**config.mk**
```make
export PLATFORM = sky130hd
export DESIGN_NAME = digest_unpacker
export DESIGN_NICKNAME = d
export VERILOG_FILES = /design/src/rtl/digest_unpacker.sv
export SDC_FILE = /design/constraint.sdc
export NUM_CORES = 1
export LEC_CHECK = 0
export BUFFER_PORTS_ARGS = -buffer_cell sky130_fd_sc_hd__buf_4
export CORE_MARGIN = 2
export CORE_UTILIZATION = 30
export DETAILED_ROUTE_END_ITERATION = 8
export GPL_TIMING_DRIVEN = 0
export PLACE_DENSITY = 0.47
export RECOVER_POWER = 100
export SYNTH_ARGS = -nofsm -noshare
export SYNTH_HDL_FRONTEND = slang
export SYNTH_SLANG_ARGS = --single-unit
export TNS_END_PERCENT = 1
```
**constraint.sdc**
```tcl
create_clock -name clk -period 4.09 [get_ports clk]
set_input_delay 0.6135 -clock clk [delete_from_list [all_inputs] [get_ports clk]]
set_output_delay 0.6135 -clock clk [all_outputs]
set_load 0.005 [all_outputs]
```
**src/rtl/digest_unpacker.sv**
```systemverilog
// digest_unpacker
// Return path from the SHA-256 core to the UART transmitter. Collects
// NUM_WORDS digest words from a valid-qualified stream, then hands them to
// the UART one byte at a time: word 0 goes first, and each word is sent most
// significant byte first. A DV/done handshake paces the bytes.
//
// Ports
//   clk            system clock, rising edge
//   rst            synchronous, active-high reset
//   hash_in        digest word from the SHA-256 core
//   hash_valid     qualifies hash_in; one word accepted per high cycle
//   ready          high while words can be accepted (idle / collecting)
//   Tx_Active      UART TX busy; no byte is launched while high
//   Tx_Done        one-cycle pulse from the UART TX when a byte has finished
//   Tx_DV          one-cycle strobe; uart_byte_out is valid, start sending
//   uart_byte_out  byte for the UART TX, held until the next Tx_DV
//   done           one-cycle pulse after the last byte's Tx_Done
//   overrun        one-cycle pulse when a word arrived while ready was low
module digest_unpacker #(
  parameter int DATA_WIDTH = 32,
  parameter int NUM_WORDS  = 8
) (
  input  logic                  clk,
  input  logic                  rst,
  input  logic [DATA_WIDTH-1:0] hash_in,
  input  logic                  hash_valid,
  output logic                  ready,
  input  logic                  Tx_Active,
  input  logic                  Tx_Done,
  output logic                  Tx_DV,
  output logic [7:0]            uart_byte_out,
  output logic                  done,
  output logic                  overrun
);

  localparam int BYTES_PER_WORD = DATA_WIDTH / 8;
  localparam int NUM_BYTES      = NUM_WORDS * BYTES_PER_WORD;
  localparam int FLAT_W         = NUM_WORDS * DATA_WIDTH;
  localparam int WCNT_W         = $clog2(NUM_WORDS) + 1;
  localparam int WIDX_W         = (NUM_WORDS > 1) ? $clog2(NUM_WORDS) : 1;
  localparam int BCNT_W         = $clog2(NUM_BYTES) + 1;

  localparam logic [WCNT_W-1:0] LAST_WORD = WCNT_W'(NUM_WORDS - 1);
  localparam logic [BCNT_W-1:0] LAST_BYTE = BCNT_W'(NUM_BYTES - 1);

  typedef enum logic [2:0] {
    s_IDLE      = 3'd0,
    s_COLLECT   = 3'd1,
    s_LOAD_BYTE = 3'd2,
    s_WAIT_TX   = 3'd3,
    s_CLEANUP   = 3'd4
  } state_t;

  state_t              state_r;
  state_t              state_next_s;
  logic [WCNT_W-1:0]   wcnt_r;
  logic [WCNT_W-1:0]   wcnt_next_s;
  logic [BCNT_W-1:0]   bcnt_r;
  logic [BCNT_W-1:0]   bcnt_next_s;
  logic                store_s;
  logic                launch_s;
  logic                cleanup_s;
  logic                ready_s;
  logic [DATA_WIDTH-1:0] word_buf_r [NUM_WORDS];
  logic [FLAT_W-1:0]   digest_flat_s;
  logic                tx_dv_r;
  logic [7:0]          byte_r;
  logic                done_r;
  logic                overrun_r;

  // Pick byte idx of the digest; byte 0 sits in the top bits of the flat vector.
  function automatic logic [7:0] select_byte(input logic [FLAT_W-1:0] flat,
                                             input logic [BCNT_W-1:0] idx);
    logic [7:0] result;
    result = 8'h00;
    for (int i = 0; i < NUM_BYTES; i++) begin
      if (idx == BCNT_W'(i)) begin
        result = flat[(NUM_BYTES - 1 - i) * 8 +: 8];
      end else begin
        result = result;
      end
    end
    return result;
  endfunction

  // Words are accepted only while idle/collecting. The done cycle is also
  // excluded, so a new digest cannot start before the host has seen done.
  always_comb begin
    ready_s = ((state_r == s_IDLE) || (state_r == s_COLLECT)) && !done_r;
  end

  // Flatten the buffer with word 0 in the most significant position.
  always_comb begin
    digest_flat_s = {FLAT_W{1'b0}};
    for (int w = 0; w < NUM_WORDS; w++) begin
      digest_flat_s[(NUM_WORDS - 1 - w) * DATA_WIDTH +: DATA_WIDTH] = word_buf_r[w];
    end
  end

  // Next-state and counter logic for the collect / transmit sequence.
  always_comb begin
    state_next_s = state_r;
    wcnt_next_s  = wcnt_r;
    bcnt_next_s  = bcnt_r;
    store_s      = 1'b0;
    launch_s     = 1'b0;
    cleanup_s    = 1'b0;
    case (state_r)
      // wcnt is zero in idle, so the first word lands in slot 0.
      s_IDLE, s_COLLECT: begin
        if (hash_valid && ready_s) begin
          store_s     = 1'b1;
          wcnt_next_s = wcnt_r + WCNT_W'(1);
          if (wcnt_r == LAST_WORD) begin
            state_next_s = s_LOAD_BYTE;
          end else begin
            state_next_s = s_COLLECT;
          end
        end else begin
          state_next_s = state_r;
        end
      end
      s_LOAD_BYTE: begin
        if (!Tx_Active) begin
          launch_s     = 1'b1;
          state_next_s = s_WAIT_TX;
        end else begin
          state_next_s = s_LOAD_BYTE;
        end
      end
      // A Tx_Done coinciding with our own Tx_DV belongs to an older byte.
      s_WAIT_TX: begin
        if (Tx_Done && !tx_dv_r) begin
          if (bcnt_r == LAST_BYTE) begin
            state_next_s = s_CLEANUP;
          end else begin
            bcnt_next_s  = bcnt_r + BCNT_W'(1);
            state_next_s = s_LOAD_BYTE;
          end
        end else begin
          state_next_s = s_WAIT_TX;
        end
      end
      s_CLEANUP: begin
        cleanup_s    = 1'b1;
        wcnt_next_s  = {WCNT_W{1'b0}};
        bcnt_next_s  = {BCNT_W{1'b0}};
        state_next_s = s_IDLE;
      end
      default: begin
        wcnt_next_s  = {WCNT_W{1'b0}};
        bcnt_next_s  = {BCNT_W{1'b0}};
        state_next_s = s_IDLE;
      end
    endcase
  end

  // State and counter registers.
  always_ff @(posedge clk) begin
    if (rst) begin
      state_r <= s_IDLE;
      wcnt_r  <= {WCNT_W{1'b0}};
      bcnt_r  <= {BCNT_W{1'b0}};
    end else begin
      state_r <= state_next_s;
      wcnt_r  <= wcnt_next_s;
      bcnt_r  <= bcnt_next_s;
    end
  end

  // Registered handshake outputs; the byte register only moves on a launch.
  always_ff @(posedge clk) begin
    if (rst) begin
      tx_dv_r   <= 1'b0;
      byte_r    <= 8'h00;
      done_r    <= 1'b0;
      overrun_r <= 1'b0;
    end else begin
      tx_dv_r   <= launch_s;
      done_r    <= cleanup_s;
      overrun_r <= hash_valid && !ready_s;
      if (launch_s) begin
        byte_r <= select_byte(digest_flat_s, bcnt_r);
      end else begin
        byte_r <= byte_r;
      end
    end
  end

  // Digest buffer; contents deliberately survive reset.
  always_ff @(posedge clk) begin
    if (store_s && !rst) begin
      word_buf_r[wcnt_r[WIDX_W-1:0]] <= hash_in;
    end
  end

  assign ready         = ready_s;
  assign Tx_DV         = tx_dv_r;
  assign uart_byte_out = byte_r;
  assign done          = done_r;
  assign overrun       = overrun_r;

endmodule
```
==> metrics.md, run 1 <==
| Metric | Value |
|---|---|
| CP delay by family, top | `simple AND/OR/NAND/NOR gates` |
| Cell area power density | `446 mW/mm²` |
| Final instance area | `0.0139 mm²` |
| Total Wirelength | `47.7 mm` |
| Vias/cell | `5.84` |
| Reg2reg start | `bcnt_r[0]` |
| H-Tree Depth | `2` |
| TNS Setup | `0 ns` |
| Detailed-route wire length per cell | `30.8 µm` |
| Max Slew Vio Count | `53` |
| Cts hold-fix bufs | `0` |
| Die extent in y | `203 µm` |
| Yosys cell types | `75` |
| Smallest hold slack | `0.375 ns` |
| CP max FO | `10` |
| Clk sinks | `280` |
| EDFF count, synth | `256` |
| Post-Synth Simple-Gate Area | `13.3%` |
| Critical path's slowest cell | `clkbuf_1` |
| Multiplexer area fraction after synthesis | `0.0844%` |
| Clk_lat worst skew | `0.53 ns` |
| Setup Viol. Count Final | `0` |
| Core region area | `0.0388 mm²` |
| Nets@finish | `1044` |
| Initial antenna violation count | `3` |
| Critical path origin | `bcnt_r[0]` |
| CTS tree | `done` |
| Vias in the first global route | `8717` |
| GRT overflow | `0` |
| Syn nets | `948` |
| Main flop type after synthesis | `edfxtp_1` |
| Failing checks | `capacitance limit, slew limit` |
| Final Wtd Congestion | `0.948` |
| Post-route DRC | `0` |
| Critical Path AT | `4.51 ns` |
| Port buffer count | `48` |
| Worst path bufs/invs | `2` |
| Crit share post-route | `99.7%` |
| Ys async rst share | `0%` |
| Post-Synth XOR/XNOR Area | `0.517%` |
| RSZ-0062 raised after global routing | `yes` |
| Post-synthesis register bit count | `280` |
| Die X | `203 µm` |
| Clock Skew | `0.0115 ns` |
| Crit path required time | `4.52 ns` |
| Die ar. | `0.0411 mm²` |
| Post-Syn Area | `0.0119 mm²` |
| # IOs | `49` |
| Share of cells above drive strength 1 | `10.4%` |
| Syn avg cell area | `13.1 µm²` |
| Clock transition at path regs | `0.06 ns` |
| Root buf cell | `clkbuf_16` |
| Seq/Total Area, Yosys | `68.9%` |
| Worst setup SP type | `flop` |
| Postcts setup bufs | `0` |
| GRT Overall Usage | `23.1%` |
| Via count | `9042` |
| Initial Utilization | `30.5%` |
| Commonest cells after routing, fill and taps aside | `256 x edfxtp_1, 86 x nand2_1, 72 x clkbuf_1` |
| Hold crit path type | `input pin to flop` |
| Cells after Synth | `906` |
| First-pass GRT wire length | `66.6 mm` |
| Row count | `72` |
| CTS Buf Count | `34` |
| Initial DRC count | `1119` |
| Largest net degree at the start of global routing | `25` |
| Clock Tree Buf Depth | `3` |
| Main combinational cell family by area after synthesis | `compound AO/OA/AOI/OAI gates` |
| Fmax | `245 MHz` |
| HPWL after detailed placement | `32.4 mm` |
| Min-delay src | `hash_valid` |
| VDD IR-drop max | `0.000234 V` |
| Crit end category | `flop` |
| DRT Pass-1 Iters | `6` |
| Hold violation total from the final report | `0` |
| Max_slew headroom | `-32.3%` |
| P_leak | `4.45 nW` |
| Final Critical Period | `4.08 ns` |
| Max Cap Viol | `3` |
| Area Overhead vs Synth | `17.2%` |
| Tightest Pin Transition | `1.98 ns` |
| Post-CTS resize count | `0` |
| Status | `finished, violations left` |
| Critical-path cell list | `ha_1 -> clkbuf_1 -> clkbuf_1 -> nand2_1 -> nand2_1 -> nor3_1 -> nor3_1 -> o31ai_1 -> a211oi_1` |
| Most common cell after layout, fill and taps aside | `edfxtp_1` |
| Yosys warns | `0` |
| Setup CP Type | `flop to flop` |
| Compound-gate portion of the synthesized area | `14.6%` |
| Dpl cell area | `0.0131 mm²` |
| CP peak stage delay | `0.69 ns` |
| Synth Area in Adders | `0.527%` |
| Antenna Nets Post-Route | `0` |
## flip-flops by register name, indices dropped and copies added, names as in the netlist
signal and flops:
word_buf_r 256, wcnt_r 4, uart_byte_out 8, Tx_DV 1, overrun 1, state_r 3
done 1, bcnt_r 6
## stage by stage
stage | power [W] | setup slack, ns | util, % | cells
CTS | 0.00625 | 0.102 | 36.6 | 1546
global route | 0.00636 | -0.0968 | 35.8 | 1546
finish | 0.00620 | 0.0137 | 35.8 | 1548
global placement | 0.00338 | -2.40 | 33.1 | 1472
detailed placement | 0.00339 | 0.147 | 33.8 | 1484
floorplan | 0.00328 | 0.344 | - | 906
## worst register-to-register path, cell delays in order, from the launching register on
cell      delay, ns
dfxtp_1        0.43
ha_1           0.36
clkbuf_1       0.42
clkbuf_1       0.69
nand2_1        0.65
nand2_1        0.62
nor3_1         0.13
nor3_1         0.25
o31ai_1        0.18
a211oi_1       0.26
## metal layers
metal	part of all wire, %	up-vias	GRT usage [%]	wire (µm)
li1	-	3776	-	-
met1	41	4514	31.7	19600
met2	43	596	33.9	20500
met3	11	152	6.20	5070
met4	5.1	4	11.4	2460
met5	0.048	-	0	23
## synthesized netlist by cell type, types with 13 or more instances
cell | count | area (µm²)
a211oi_1 | 14 | 105
a21oi_1 | 50 | 250
a221oi_1 | 14 | 123
clkbuf_1 | 30 | 113
dfxtp_1 | 24 | 480
edfxtp_1 | 256 | 7690
nand2_1 | 86 | 323
nand3_1 | 36 | 180
nor2_1 | 61 | 229
nor3_1 | 25 | 125
o211ai_1 | 13 | 97.6
o21ai_0 | 55 | 275
o22ai_1 | 23 | 144
## power by group
| group | switching (W) | leakage, nW | internal, W |
|---|---|---|---|
| combinational | 0.0000964 | 1.42 | 0.0000283 |
| clock | 0.00120 | 0.521 | 0.00169 |
| sequential | 0.0000144 | 2.51 | 0.00317 |
| total | 0.00131 | 4.45 | 0.00489 |
## path summary, 6_finish.rpt
path | to | slack [ns] | depth (start not counted)
setup / recovery | uart_byte_out[3] | 0.01 | 9
hold / removal | overrun | 0.38 | 2
setup reg to reg | uart_byte_out[3] | 0.01 | 9
hold reg to reg | wcnt_r[3] | 0.51 | 2
## cell families (layout without fill, tap and decap cells)
family / after synthesis / in the layout
other: 0 / 2
buffers and inverters: 57 / 179
adder cells (fa/ha/maj): 5 / 5
AND/OR/NAND/NOR: 300 / 300
flip-flops: 280 / 280
AO/OA/AOI/OAI: 256 / 256
XOR/XNOR: 7 / 7
multiplexers: 1 / 1
## area by class of cell
class	instances	area (µm²)
Inverter	10	37.5
Tap cell	518	648
Buffer	47	213
Clock inverter	16	123
Multi-Input combinational cell	569	3440
Antenna cell	2	5.00
Sequential cell	280	8170
Fill cell	3824	24900
Clock buffer	46	946
Timing Repair Buffer	60	322
Note: power is estimated with default switching activity, not from simulation.
==> inputs of run 2 (changes only) <==
Settings changed: BUFFER_PORTS_ARGS -buffer_cell sky130_fd_sc_hd__buf_4 to -buffer_cell sky130_fd_sc_hd__buf_2.
==> run 2 against run 1 <==
Against the previous run: the flow still finishes with violations (capacitance limit, slew limit); fmax hardly changed; worst hold slack got worse by 0.050 ns; first-iteration DRC count up 12%; flip-flop and latch count did not move; critical path type unchanged.
==> metrics.md, run 2 (synthesis results as in run 1) <==
| Metric | Value |
|---|---|
| Clock Skew | `0.0126 ns` |
| GR peak layer | `met2` |
| Via count | `8943` |
| Hold endpoint | `overrun` |
| Commonest cells after routing, fill and taps aside | `256 x edfxtp_1, 85 x nand2_1, 79 x clkbuf_1` |
| Share of cells above drive strength 1 | `9.68%` |
| Global Route met1 Usage | `31.7%` |
| Clock Tree Buf Depth | `3` |
| Root buf cell | `clkbuf_16` |
| FF-to-FF path depth | `11` |
| Cts hold-fix bufs | `0` |
| Postcts setup bufs | `0` |
| First-pass GRT wire length | `66.3 mm` |
| Met2 Use GR | `33.4%` |
| Clk sinks | `280` |
| TNS Setup | `0 ns` |
| Port buffer count | `48` |
| CP max FO | `10` |
| Vias in the first global route | `8682` |
| Final Wtd Congestion | `0.951` |
| P_leak | `4.37 nW` |
| VDD IR-drop max | `0.000304 V` |
| Min-delay src | `hash_valid` |
| Max Slew Vio Count | `52` |
| Area Overhead vs Synth | `16.5%` |
| Initial Utilization | `30.5%` |
| Hold crit path type | `input pin to flop` |
| Critical Path AT | `4.56 ns` |
| Initial DRC count | `1256` |
| Final std cells w/o fill | `1542` |
| H-Tree Depth | `1` |
| Antenna Nets Post-Route | `0` |
| Vias/cell | `5.80` |
| Final Critical Period | `4.08 ns` |
| Max_slew headroom | `-47.1%` |
| Finished Core Util | `35.6%` |
| Crit end category | `flop` |
| Cell area power density | `444 mW/mm²` |
| Initial antenna violation count | `1` |
| Die X | `203 µm` |
| Worst setup SP type | `flop` |
| Crit share post-route | `99.7%` |
| GRT Overall Usage | `23.0%` |
| CTS Buf Count | `31` |
| Tightest Pin Transition | `2.20 ns` |
| HPWL after detailed placement | `32.4 mm` |
| Worst reg2reg endpoint | `uart_byte_out[3]` |
| CTS tree | `done` |
| Reg-to-reg slack, setup | `0.01 ns` |
| Total Wirelength | `47.6 mm` |
| Critical path origin | `bcnt_r[1]` |
| # IOs | `49` |
| Setup CP Type | `flop to flop` |
| Die extent in y | `203 µm` |
| Post-route DRC | `0` |
| Detailed-route wire length per cell | `30.9 µm` |
| Clock transition at path regs | `0.06 ns` |
| Largest net degree at the start of global routing | `26` |
| Die ar. | `0.0411 mm²` |
| Hold-critical path depth | `2` |
| Row count | `72` |
| Hold violation total from the final report | `0` |
| Crit path required time | `4.57 ns` |
| DRT Pass-1 Iters | `5` |
| Nets@finish | `1041` |
| Core region area | `0.0388 mm²` |
| Reg2reg start | `bcnt_r[1]` |
| RSZ-0062 raised after global routing | `yes` |
| Status | `finished, violations left` |
| GR Util met3 | `5.84%` |
| Failing checks | `capacitance limit, slew limit` |
| # fillers | `3823` |
| Fmax | `245 MHz` |
| Most common cell after layout, fill and taps aside | `edfxtp_1` |
| Max Cap Viol | `3` |
| Max FFs per register | `256` |
| Clk_lat worst skew | `0.58 ns` |
| GRT overflow | `0` |
| Dpl cells | `1484` |
| Setup Viol. Count Final | `0` |
[run 2: area by class of cell]
type,count,area [µm²],share of cell area [%]
multi-input cells,569,3450,24.9
inverters,10,37.5,0.272
diodes,1,2.50,0.0181
well taps,518,648,4.69
repair buffers,60,285,2.06
plain buffers,47,211,1.53
clock inverters,14,163,1.18
clock buffers,43,861,6.23
flip-flops and latches,280,8170,59.1
[run 2: critical path, stage by stage, from the launching register on]
cell and delay, ns:
dfxtp_1 0.35, inv_1 0.10, ha_1 0.22, clkbuf_1 0.46, buf_1 0.85, buf_1 0.73
nand3_1 0.12, o21ai_0 0.35, nor3_1 0.09, nor3_1 0.24, o31ai_1 0.17, a211oi_1 0.28
[run 2: layer usage]
| metal | share of wire [%] | vias to the layer above |
|---|---|---|
| met1 | 41 | 4446 |
| met5 | 0 | - |
| met2 | 42 | 582 |
| met3 | 11 | 151 |
| met4 | 5.8 | 0 |
| li1 | - | 3764 |
[run 2: worst max-delay path by stage]
stage                        endpoint  slack (ns)  cells after the start
floorplan            word_buf_r[1][0]        0.34                      3
global placement    word_buf_r[1][26]       -2.44                      4
detailed placement   uart_byte_out[3]        0.15                      9
CTS                  uart_byte_out[3]        0.12                      9
global route         uart_byte_out[3]       -0.02                     10
finish               uart_byte_out[3]        0.01                     11
[run 2: stage by stage]
step                      total power [W]  area [µm²]  hold WS (ns)  setup slack [ns]
after floorplan                   0.00328       11900         0.470             0.344
after global placement            0.00337       12700         0.484             -2.44
after detailed placement          0.00338       13000         0.506             0.149
after CTS                         0.00618       14000         0.309             0.121
after global routing              0.00629       13800         0.319           -0.0207
final                             0.00614       13800         0.326            0.0118
[run 2: what timing repair did]
action | 4_1_cts | 5_1_grt
endpoints found under the hold margin | 0 | 0
resized for setup | 0 | 3
endpoints found under the setup margin | 0 | 2
[run 2: where the power goes]
group | total (W) | switching [W] | internal (W)
Clock | 0.00284 | 0.00118 | 0.00166
Combinational | 0.000125 | 0.0000976 | 0.0000273
Sequential | 0.00318 | 0.0000140 | 0.00316
